`src/rtl/mem_bist_engine.sv`:
```
// mem_bist_engine: run-time memory built-in self-test sequencer.
//
// On an accepted start it writes a selectable data pattern across DEPTH consecutive
// locations starting at BASE_ADDR, reads the window back, compares each read
// against the expected value READ_LAT cycles after issue, and reports the result.
//
// Ports:
//   clk, reset            rising-edge clock, asynchronous active-high reset
//   start, pattern_sel    run request (honoured only when idle) and pattern select:
//                         0 checkerboard, 1 address-as-data, 2 walking one,
//                         3 inverted checkerboard
//   busy, done, pass      run in progress, one-cycle end-of-run pulse, last result
//   err_count             saturating mismatch count of the current/last run
//   first_err_addr        address of the first mismatch of the run
//   mem_*                 bus-master side of the memory under test
//   mem_rdata             read data from the memory
// All outputs are registered.
module mem_bist_engine #(
  parameter int unsigned DATA_W    = 16,
  parameter int unsigned ADDR_W    = 16,
  parameter int unsigned DEPTH     = 256,
  parameter int unsigned BASE_ADDR = 0,
  parameter int unsigned READ_LAT  = 1,
  parameter int unsigned ERR_W     = 16
) (
  input  logic              clk,
  input  logic              reset,
  input  logic              start,
  input  logic [1:0]        pattern_sel,
  output logic              busy,
  output logic              done,
  output logic              pass,
  output logic [ERR_W-1:0]  err_count,
  output logic [ADDR_W-1:0] first_err_addr,
  output logic [ADDR_W-1:0] mem_address,
  output logic              mem_read_write,
  output logic              mem_enable,
  output logic              mem_output_en,
  output logic [DATA_W-1:0] mem_wdata,
  output logic              mem_wdata_oe,
  input  logic [DATA_W-1:0] mem_rdata
);

  localparam int unsigned IDX_W = (DEPTH > 1) ? $clog2(DEPTH) : 1;
  localparam logic [IDX_W-1:0] LastIdx = IDX_W'(DEPTH - 1);
  localparam logic [2:0] LastDrain = 3'(READ_LAT - 1);
  localparam logic [ADDR_W-1:0] BaseAddr = ADDR_W'(BASE_ADDR);
  localparam logic [ERR_W-1:0] ErrMax = {ERR_W{1'b1}};

  localparam logic [2:0] StIdle  = 3'd0;
  localparam logic [2:0] StWrite = 3'd1;
  localparam logic [2:0] StRead  = 3'd2;
  localparam logic [2:0] StDrain = 3'd3;
  localparam logic [2:0] StDone  = 3'd4;

  logic [2:0]       state_q, state_d;
  logic [IDX_W-1:0] idx_q, idx_d;
  logic [2:0]       drain_q, drain_d;
  logic [1:0]       sel_q, sel_d;

  // Expected-data pipeline; stage READ_LAT lines up with the returning read data.
  logic              pipe_vld_q  [READ_LAT+1];
  logic [DATA_W-1:0] pipe_exp_q  [READ_LAT+1];
  logic [ADDR_W-1:0] pipe_addr_q [READ_LAT+1];

  logic              start_ok;
  logic              mismatch;
  logic [ADDR_W-1:0] next_addr;
  logic [DATA_W-1:0] next_data;
  logic              push;

  logic              busy_d, done_d, pass_d;
  logic [ERR_W-1:0]  err_count_d;
  logic [ADDR_W-1:0] first_err_addr_d;
  logic [ADDR_W-1:0] mem_address_d;
  logic              mem_read_write_d, mem_enable_d, mem_output_en_d, mem_wdata_oe_d;
  logic [DATA_W-1:0] mem_wdata_d;

  function automatic logic [DATA_W-1:0] pattern_data(input logic [1:0]        sel,
                                                     input logic [IDX_W-1:0]  idx,
                                                     input logic [ADDR_W-1:0] addr);
    logic [7:0]               byte_pat;
    logic [DATA_W+ADDR_W-1:0] addr_ext;
    logic [DATA_W-1:0]        d;
    byte_pat = idx[0] ? 8'hA5 : 8'h5A;
    addr_ext = {{DATA_W{1'b0}}, addr};
    d = '0;
    case (sel)
      2'd1: d = addr_ext[DATA_W-1:0];
      2'd2: d = DATA_W'(1) << (32'(idx) % DATA_W);
      default: begin
        // Replicate the byte pattern bit by bit so odd widths truncate cleanly.
        for (int k = 0; k < int'(DATA_W); k++) begin
          d[k] = byte_pat[k[2:0]];
        end
        if (sel == 2'd3) begin
          d = ~d;
        end
      end
    endcase
    return d;
  endfunction

  // Sequencer next state.
  always_comb begin
    state_d  = state_q;
    idx_d    = idx_q;
    drain_d  = drain_q;
    sel_d    = sel_q;
    start_ok = 1'b0;
    case (state_q)
      StIdle: begin
        if (start) begin
          start_ok = 1'b1;
          state_d  = StWrite;
          idx_d    = '0;
          sel_d    = pattern_sel;
        end
      end
      StWrite: begin
        if (idx_q == LastIdx) begin
          state_d = StRead;
          idx_d   = '0;
        end else begin
          idx_d = idx_q + 1'b1;
        end
      end
      StRead: begin
        if (idx_q == LastIdx) begin
          state_d = StDrain;
          drain_d = '0;
        end else begin
          idx_d = idx_q + 1'b1;
        end
      end
      StDrain: begin
        if (drain_q == LastDrain) begin
          state_d = StDone;
        end else begin
          drain_d = drain_q + 1'b1;
        end
      end
      StDone:  state_d = StIdle;
      default: state_d = StIdle;
    endcase
  end

  // Bus outputs are computed from the next state so the registered bus matches it.
  always_comb begin
    next_addr = BaseAddr + ADDR_W'(idx_d);
    next_data = pattern_data(sel_d, idx_d, next_addr);
    push      = (state_d == StRead);

    mem_enable_d     = (state_d == StWrite) || (state_d == StRead);
    mem_read_write_d = (state_d != StWrite);
    mem_output_en_d  = (state_d == StRead);
    mem_wdata_oe_d   = (state_d == StWrite);
    mem_wdata_d      = (state_d == StWrite) ? next_data : '0;
    mem_address_d    = mem_enable_d ? next_addr : mem_address;
  end

  // Status and result bookkeeping.
  always_comb begin
    mismatch = pipe_vld_q[READ_LAT] && (mem_rdata != pipe_exp_q[READ_LAT]);

    busy_d           = (state_d != StIdle);
    done_d           = (state_q == StDone);
    pass_d           = pass;
    err_count_d      = err_count;
    first_err_addr_d = first_err_addr;

    if (start_ok) begin
      pass_d           = 1'b0;
      err_count_d      = '0;
      first_err_addr_d = '0;
    end else begin
      if (mismatch) begin
        if (err_count != ErrMax) begin
          err_count_d = err_count + 1'b1;
        end
        // Saturation never returns to zero, so zero means no mismatch seen yet.
        if (err_count == '0) begin
          first_err_addr_d = pipe_addr_q[READ_LAT];
        end
      end
      if (state_q == StDone) begin
        pass_d = (err_count == '0);
      end
    end
  end

  always_ff @(posedge clk or posedge reset) begin
    if (reset) begin
      state_q        <= StIdle;
      idx_q          <= '0;
      drain_q        <= '0;
      sel_q          <= '0;
      busy           <= 1'b0;
      done           <= 1'b0;
      pass           <= 1'b0;
      err_count      <= '0;
      first_err_addr <= '0;
      mem_address    <= BaseAddr;
      mem_read_write <= 1'b1;
      mem_enable     <= 1'b0;
      mem_output_en  <= 1'b0;
      mem_wdata      <= '0;
      mem_wdata_oe   <= 1'b0;
      for (int k = 0; k <= int'(READ_LAT); k++) begin
        pipe_vld_q[k]  <= 1'b0;
        pipe_exp_q[k]  <= '0;
        pipe_addr_q[k] <= '0;
      end
    end else begin
      state_q        <= state_d;
      idx_q          <= idx_d;
      drain_q        <= drain_d;
      sel_q          <= sel_d;
      busy           <= busy_d;
      done           <= done_d;
      pass           <= pass_d;
      err_count      <= err_count_d;
      first_err_addr <= first_err_addr_d;
      mem_address    <= mem_address_d;
      mem_read_write <= mem_read_write_d;
      mem_enable     <= mem_enable_d;
      mem_output_en  <= mem_output_en_d;
      mem_wdata      <= mem_wdata_d;
      mem_wdata_oe   <= mem_wdata_oe_d;
      pipe_vld_q[0]  <= push;
      pipe_exp_q[0]  <= push ? next_data : '0;
      pipe_addr_q[0] <= push ? next_addr : '0;
      for (int k = 1; k <= int'(READ_LAT); k++) begin
        pipe_vld_q[k]  <= pipe_vld_q[k-1];
        pipe_exp_q[k]  <= pipe_exp_q[k-1];
        pipe_addr_q[k] <= pipe_addr_q[k-1];
      end
    end
  end

endmodule

```
`config.mk`:
```
export PLATFORM = sky130hd
export DESIGN_NAME = mem_bist_engine
export DESIGN_NICKNAME = d
export VERILOG_FILES = /design/src/rtl/mem_bist_engine.sv
export SDC_FILE = /design/constraint.sdc
export NUM_CORES = 1
export LEC_CHECK = 0
export ABC_AREA = 1
export CORE_MARGIN = 2
export CORE_UTILIZATION = 48
export CTS_CLUSTER_DIAMETER = 60
export CTS_CLUSTER_SIZE = 20
export DETAILED_ROUTE_END_ITERATION = 10
export PLACE_DENSITY = 0.76
export SYNTH_ARGS = -nofsm -noshare
export SYNTH_HDL_FRONTEND = slang
export SYNTH_SLANG_ARGS = --single-unit
```
`constraint.sdc`:
```
create_clock -name clk -period 4.25 [get_ports clk]
set_input_delay 1.275 -clock clk [delete_from_list [all_inputs] [get_ports clk]]
set_output_delay 1.275 -clock clk [all_outputs]
set_load 0.005 [all_outputs]
```
Word level (Yosys, flattened, before mapping) --
Index checks and enable logic that the tools add are counted.
Word-level totals: memory bits (writable) 0, output and inout bits 71, memories 0, bits in registers 128, memory bits (read-only) 0, bits in latches 0, bits of input ports 21
Operators by class: order comparisons 0, eq/ne operators 15, muxes and demuxes 30, div/mod/pow operators 0, bitwise gates (word level) 1, shift-type cells 1, multiply operators 0, add/sub/neg operators 3, reductions and logical operators 14
Operators by type and width (number):
- $mux W16 | 9
- $mux W8 | 5
- $pmux W16 S2 | 1
- $pmux W8 S3 | 1
- $mux W3 | 6
- $add A16 B1 Y16 const B | 1
- $logic_not A16 Y1 | 1
- $ne A16 B16 Y1 | 1
- $ne A16 B16 Y1 const B | 1
- $not A16 Y16 | 1
- $shl A1 B4 Y16 const A | 1
- $pmux W3 S4 | 1
- $reduce_bool A2 Y1 | 5
- $eq A3 B2 Y1 const B | 3
- $add A8 B1 Y8 const B | 1
- $eq A8 B8 Y1 const B | 1
- $eq A3 B1 Y1 const B | 2
- $logic_not A3 Y1 | 2
- $pmux W3 S2 | 1
- $eq A2 B2 Y1 const B | 2
- $mux W1 | 4
- $mux W2 | 2
- $ne A2 B2 Y1 const B | 2
- $reduce_and A2 Y1 | 2
- other kinds (8) | 8

Depth between registers and ports, before layout --
depth in word-level cells 8, gate-level depth with buffers 16, gate-level depth less buffers 15

Worst setup path after synthesis --
Ideal clock, no wire load.
kind input port to flip-flop, start input port start, end register mem_wdata[10], required time 4129 ps, arrival 3221 ps, stages on the path 13, path slack 908 ps, setup time 121 ps, cells stage by stage nand2_1 buf_2 inv_1 or2_2 o21ai_0 inv_1 ha_1 clkinv_1 a21oi_1 o21ai_2 buf_4 nand2_1 nor2_1
RTL lines:
- start, declared | line 28 | input logic start,
- $mux W2 * | line 113 | if (start) begin
- $mux W2 * | line 111 | case (state_q)
- via sel_d[1] | line 59 | logic [1:0] sel_q, sel_d;
- $eq A2 B2 Y1 | line 96 | if (sel == 2'd3) begin
- $mux W16 | line 96
- $pmux W16 S2 * | line 88 | case (sel)
- $mux W16 * | line 158 | mem_wdata_d = (state_d == StWrite) ? next_data : '0;
- via mem_wdata_d[10] | line 77 | logic [DATA_W-1:0] mem_wdata_d;
- end signal, assigned | line 228 | mem_wdata <= mem_wdata_d;
- end, declared | line 39 | output logic [DATA_W-1:0] mem_wdata,
The timed path passes the listed nets; every way through them passes the cells marked *. A chain may end at the register's enable or synchronous reset.

Final worst setup path --
start input port start, end register mem_wdata[9]
Same word-level chain as after synthesis.

==> flow_summary.yaml <==
status:
  outcome: "finished clean"
critical_path:
  reg2reg_slack_ps: 1270
  crit_path_max_incr_delay_ps: 480
  r2r_end: "mem_wdata[9]"
  worstPathRequired_ps: 4570
  cp-start-kind: "primary input"
  slowest_stage: "clkdlybuf4s50_1"
  crit_path_start: "start"
  crit_path_max_fanout: 19
  rr_worst_depth: 14
  critical_path_class: "primary input to register"
  cp-end-kind: "register"
  timing.rr.start: "state_q[1]"
  cp-endpoint: "mem_wdata[9]"
  crit_chain: "clkdlybuf4s50_1 -> nand2_1 -> buf_4 -> o21ai_0 -> inv_1 -> ha_1 -> clkinv_1 -> a21oi_1 -> o21ai_2 -> inv_1 -> a21oi_1 -> nor2_1"
  arrival_ps: 3910
final_layout:
  drive_gt1_frac: 0.0987
  fin_nets: 716
  synthToLayoutAreaGrowth_pct: 26.1
  final_cells: 839
  antennaDiodeCount: 0
flow_run:
  cap_violations: 0
power_and_ir_drop:
  powerDensity_nw_per_um2: 380
  combPwrFrac: 0.021
  switching_share: 0.214
  total_leakage_power_nw: 3.43
  netSwitchingPower_mw: 0.558
  p_clk_frac: 0.540
  ir_drop_mv: 0.247
  p_int_mw: 2.05
  seq_power_share: 0.439
routing:
  antenna_left: 0
  vias: 4237
  firstDrtPassIters: 4
  post_drt_wl_per_cell_um: 14.9
  wirelength_um: 12500
  viasPerCell: 5.05
  drt_iter0_markers: 245
  drc: 0
clock_tree:
  ctsResizeCount: 0
  clockBufferDepth: 2
  htreeDepth: 4
  cts-root-buf: "clkbuf_16"
  cts_tree: "yes"
  numCtsBuffers: 17
  postCtsHoldBufs: 0
  clock_sinks: 120
  post_cts_buffers: 0
  path_clk_slew_ps: 50
  clk-insertion-delay-late_ps: 410
sta:
  rsz0062_at_grt: "no"
  worst_pin_slew_ps: 832
  period_share: 0.844
  maxSlewViolCount: 0
  setup_violations: 0
  hold_viol: 0
  fmax_mhz: 279
  tns_ps: 0
  maxSlewHeadroom: 0.444
  period_minus_slack_ps: 3590
  clock_skew_ps: 9.20
global_route:
  gr-total-overflow: 0
  grt_use_total: 0.221
  grt_first_pass_wirelength_um: 20300
  grt_pass1_vias: 4301
  antenna_found_initial: 0
  grt_max_degree: 121
yosys:
  synthFlopType: "dfrtp_1"
  syn_area_um2: 5430
  synth_area_per_cell_um2: 9.02
  synth_edf_count: 0
  yosys.area.top_type_share: 0.549
  yosys.area.top_type: "dfrtp_1"
  syn-instance-count: 602
  ys_ff_latch: 120
  yosysUniqueCellTypes: 35
  ys_warn_count: 0
  synth.area.top_cells: "dfrtp_1 (55%), nand2_1 (9.1%), nor2_1 (4.8%)"
  synth_seq_area_share: 0.553
  async_reset_ff_frac: 1.00
floorplan:
  start_util: 0.496
  dieHeight_um: 110
  die_area_um2: 12200
  core-area_um2: 10900
  ioPinCount: 92
  die_w_um: 110
  rows: 38
min_path:
  hp-class: "register to register"
placed_design:
  io_buffers: 75
  dpl.cell_count: 807
  gp_congestion: 0.938
  hpwl_um: 8950
==> registers in the layout, indices dropped and copies added (netlist names), 3 cells and up <==
signal	cells
drain_q	3
pipe_exp_q	32
state_q	3
first_err_addr	8
pipe_addr_q	16
mem_wdata	16
err_count	16
idx_q	8
mem_address	8
==> worst max-delay path: cells and delay by family <==
family | cells | cell delay (ps)
AO/OA/AOI/OAI | 4 | 740
adder cells (fa/ha/maj) | 1 | 440
AND/OR/NAND/NOR | 2 | 200
buffers and inverters | 5 | 1240
==> logic make-up (layout without fill, tap and decap cells) <==
family                     after synthesis  in the layout  share of synthesized area
and+or+nand+nor                        294            294                      0.245
DFF                                    120            120                      0.553
buffers and inverters                   92            174                     0.0793
AOI/OAI and AO/OA                       58             58                     0.0553
xor gates and xnor gates                28             28                     0.0452
adders and majority gates                9              9                     0.0207
other                                    1             16                   0.000691
==> metrics by stage <==
step	worst slack [ps]	total power [mW]	hold slack, ps	util	instance area [um2]
global placement	371	1.22	332	0.572	6260
CTS	674	2.62	346	0.626	6850
global route	378	2.68	355	0.626	6850
detailed placement	281	1.22	335	0.572	6260
finish	664	2.60	347	0.626	6850
floorplan	908	1.20	331	-	5490
==> layer usage <==
layer	GRT usage	share of wire
met4	0.0875	0.024
met3	0.0506	0.048
met2	0.383	0.52
met5	0	0
met1	0.268	0.41
==> final cells by class <==
type / instances / area (um2)
fillers: 887 / 4090
flip-flops and latches: 120 / 3000
multi-input cells: 405 / 2050
repair buffers: 78 / 786
clock buffers: 18 / 439
inverters: 64 / 244
well taps: 140 / 175
clock inverters: 14 / 149
==> cell usage after synthesis (6+ instances only) <==
cell type	count
ha_1	9
nand4_1	7
a21oi_1	21
nor3_1	15
xor2_1	25
o21ai_0	28
nor2_1	69
nand3_1	45
buf_4	17
inv_1	57
o21ai_1	6
dfrtp_1	119
nand2_1	132
==> layout by cell type (no fill, tap or decap), types with 2 or more instances in the layout <==
master and count:
nand2_1 132, dfrtp_1 119, clkdlybuf4s50_1 75, nor2_1 69, inv_1 56, nand3_1 45
o21ai_0 28, xor2_1 25, a21oi_1 21, clkbuf_16 17, conb_1 16, nor3_1 15
ha_1 9, nand4_1 7, o21ai_1 6, inv_2 5, nand2_2 5, clkinvlp_4 5
nor2_2 4, nand3_2 4, nor2_4 3, nand2_4 3, xnor2_1 3, or2_2 3
clkinv_2 3, inv_6 3, clkinv_1 2, bufinv_16 2, clkinv_4 2, buf_4 2
==> power by group through the flow <==
stage	registers, mW	logic (mW)	clock network [mW]
floorplan	1.16	0.0372	0
global placement	1.16	0.0556	0
detailed placement	1.16	0.0573	0
CTS	1.14	0.0573	1.42
global route	1.14	0.0645	1.47
finish	1.14	0.0552	1.41
==> how the worst min path moves through the flow <==
stage               depth (start not counted)             end  slack, ps            start
finish                                      0  pipe_addr_q[6]        350  pipe_addr_q[22]
global route                                0   pipe_exp_q[1]        360   pipe_exp_q[17]
CTS                                         0   pipe_exp_q[1]        350   pipe_exp_q[17]
detailed placement                          0  pipe_addr_q[3]        330  pipe_addr_q[19]
global placement                            0  pipe_addr_q[6]        330  pipe_addr_q[22]
floorplan                                   0  pipe_addr_q[0]        330  pipe_addr_q[16]
Note: power is estimated with default switching activity, not from simulation.
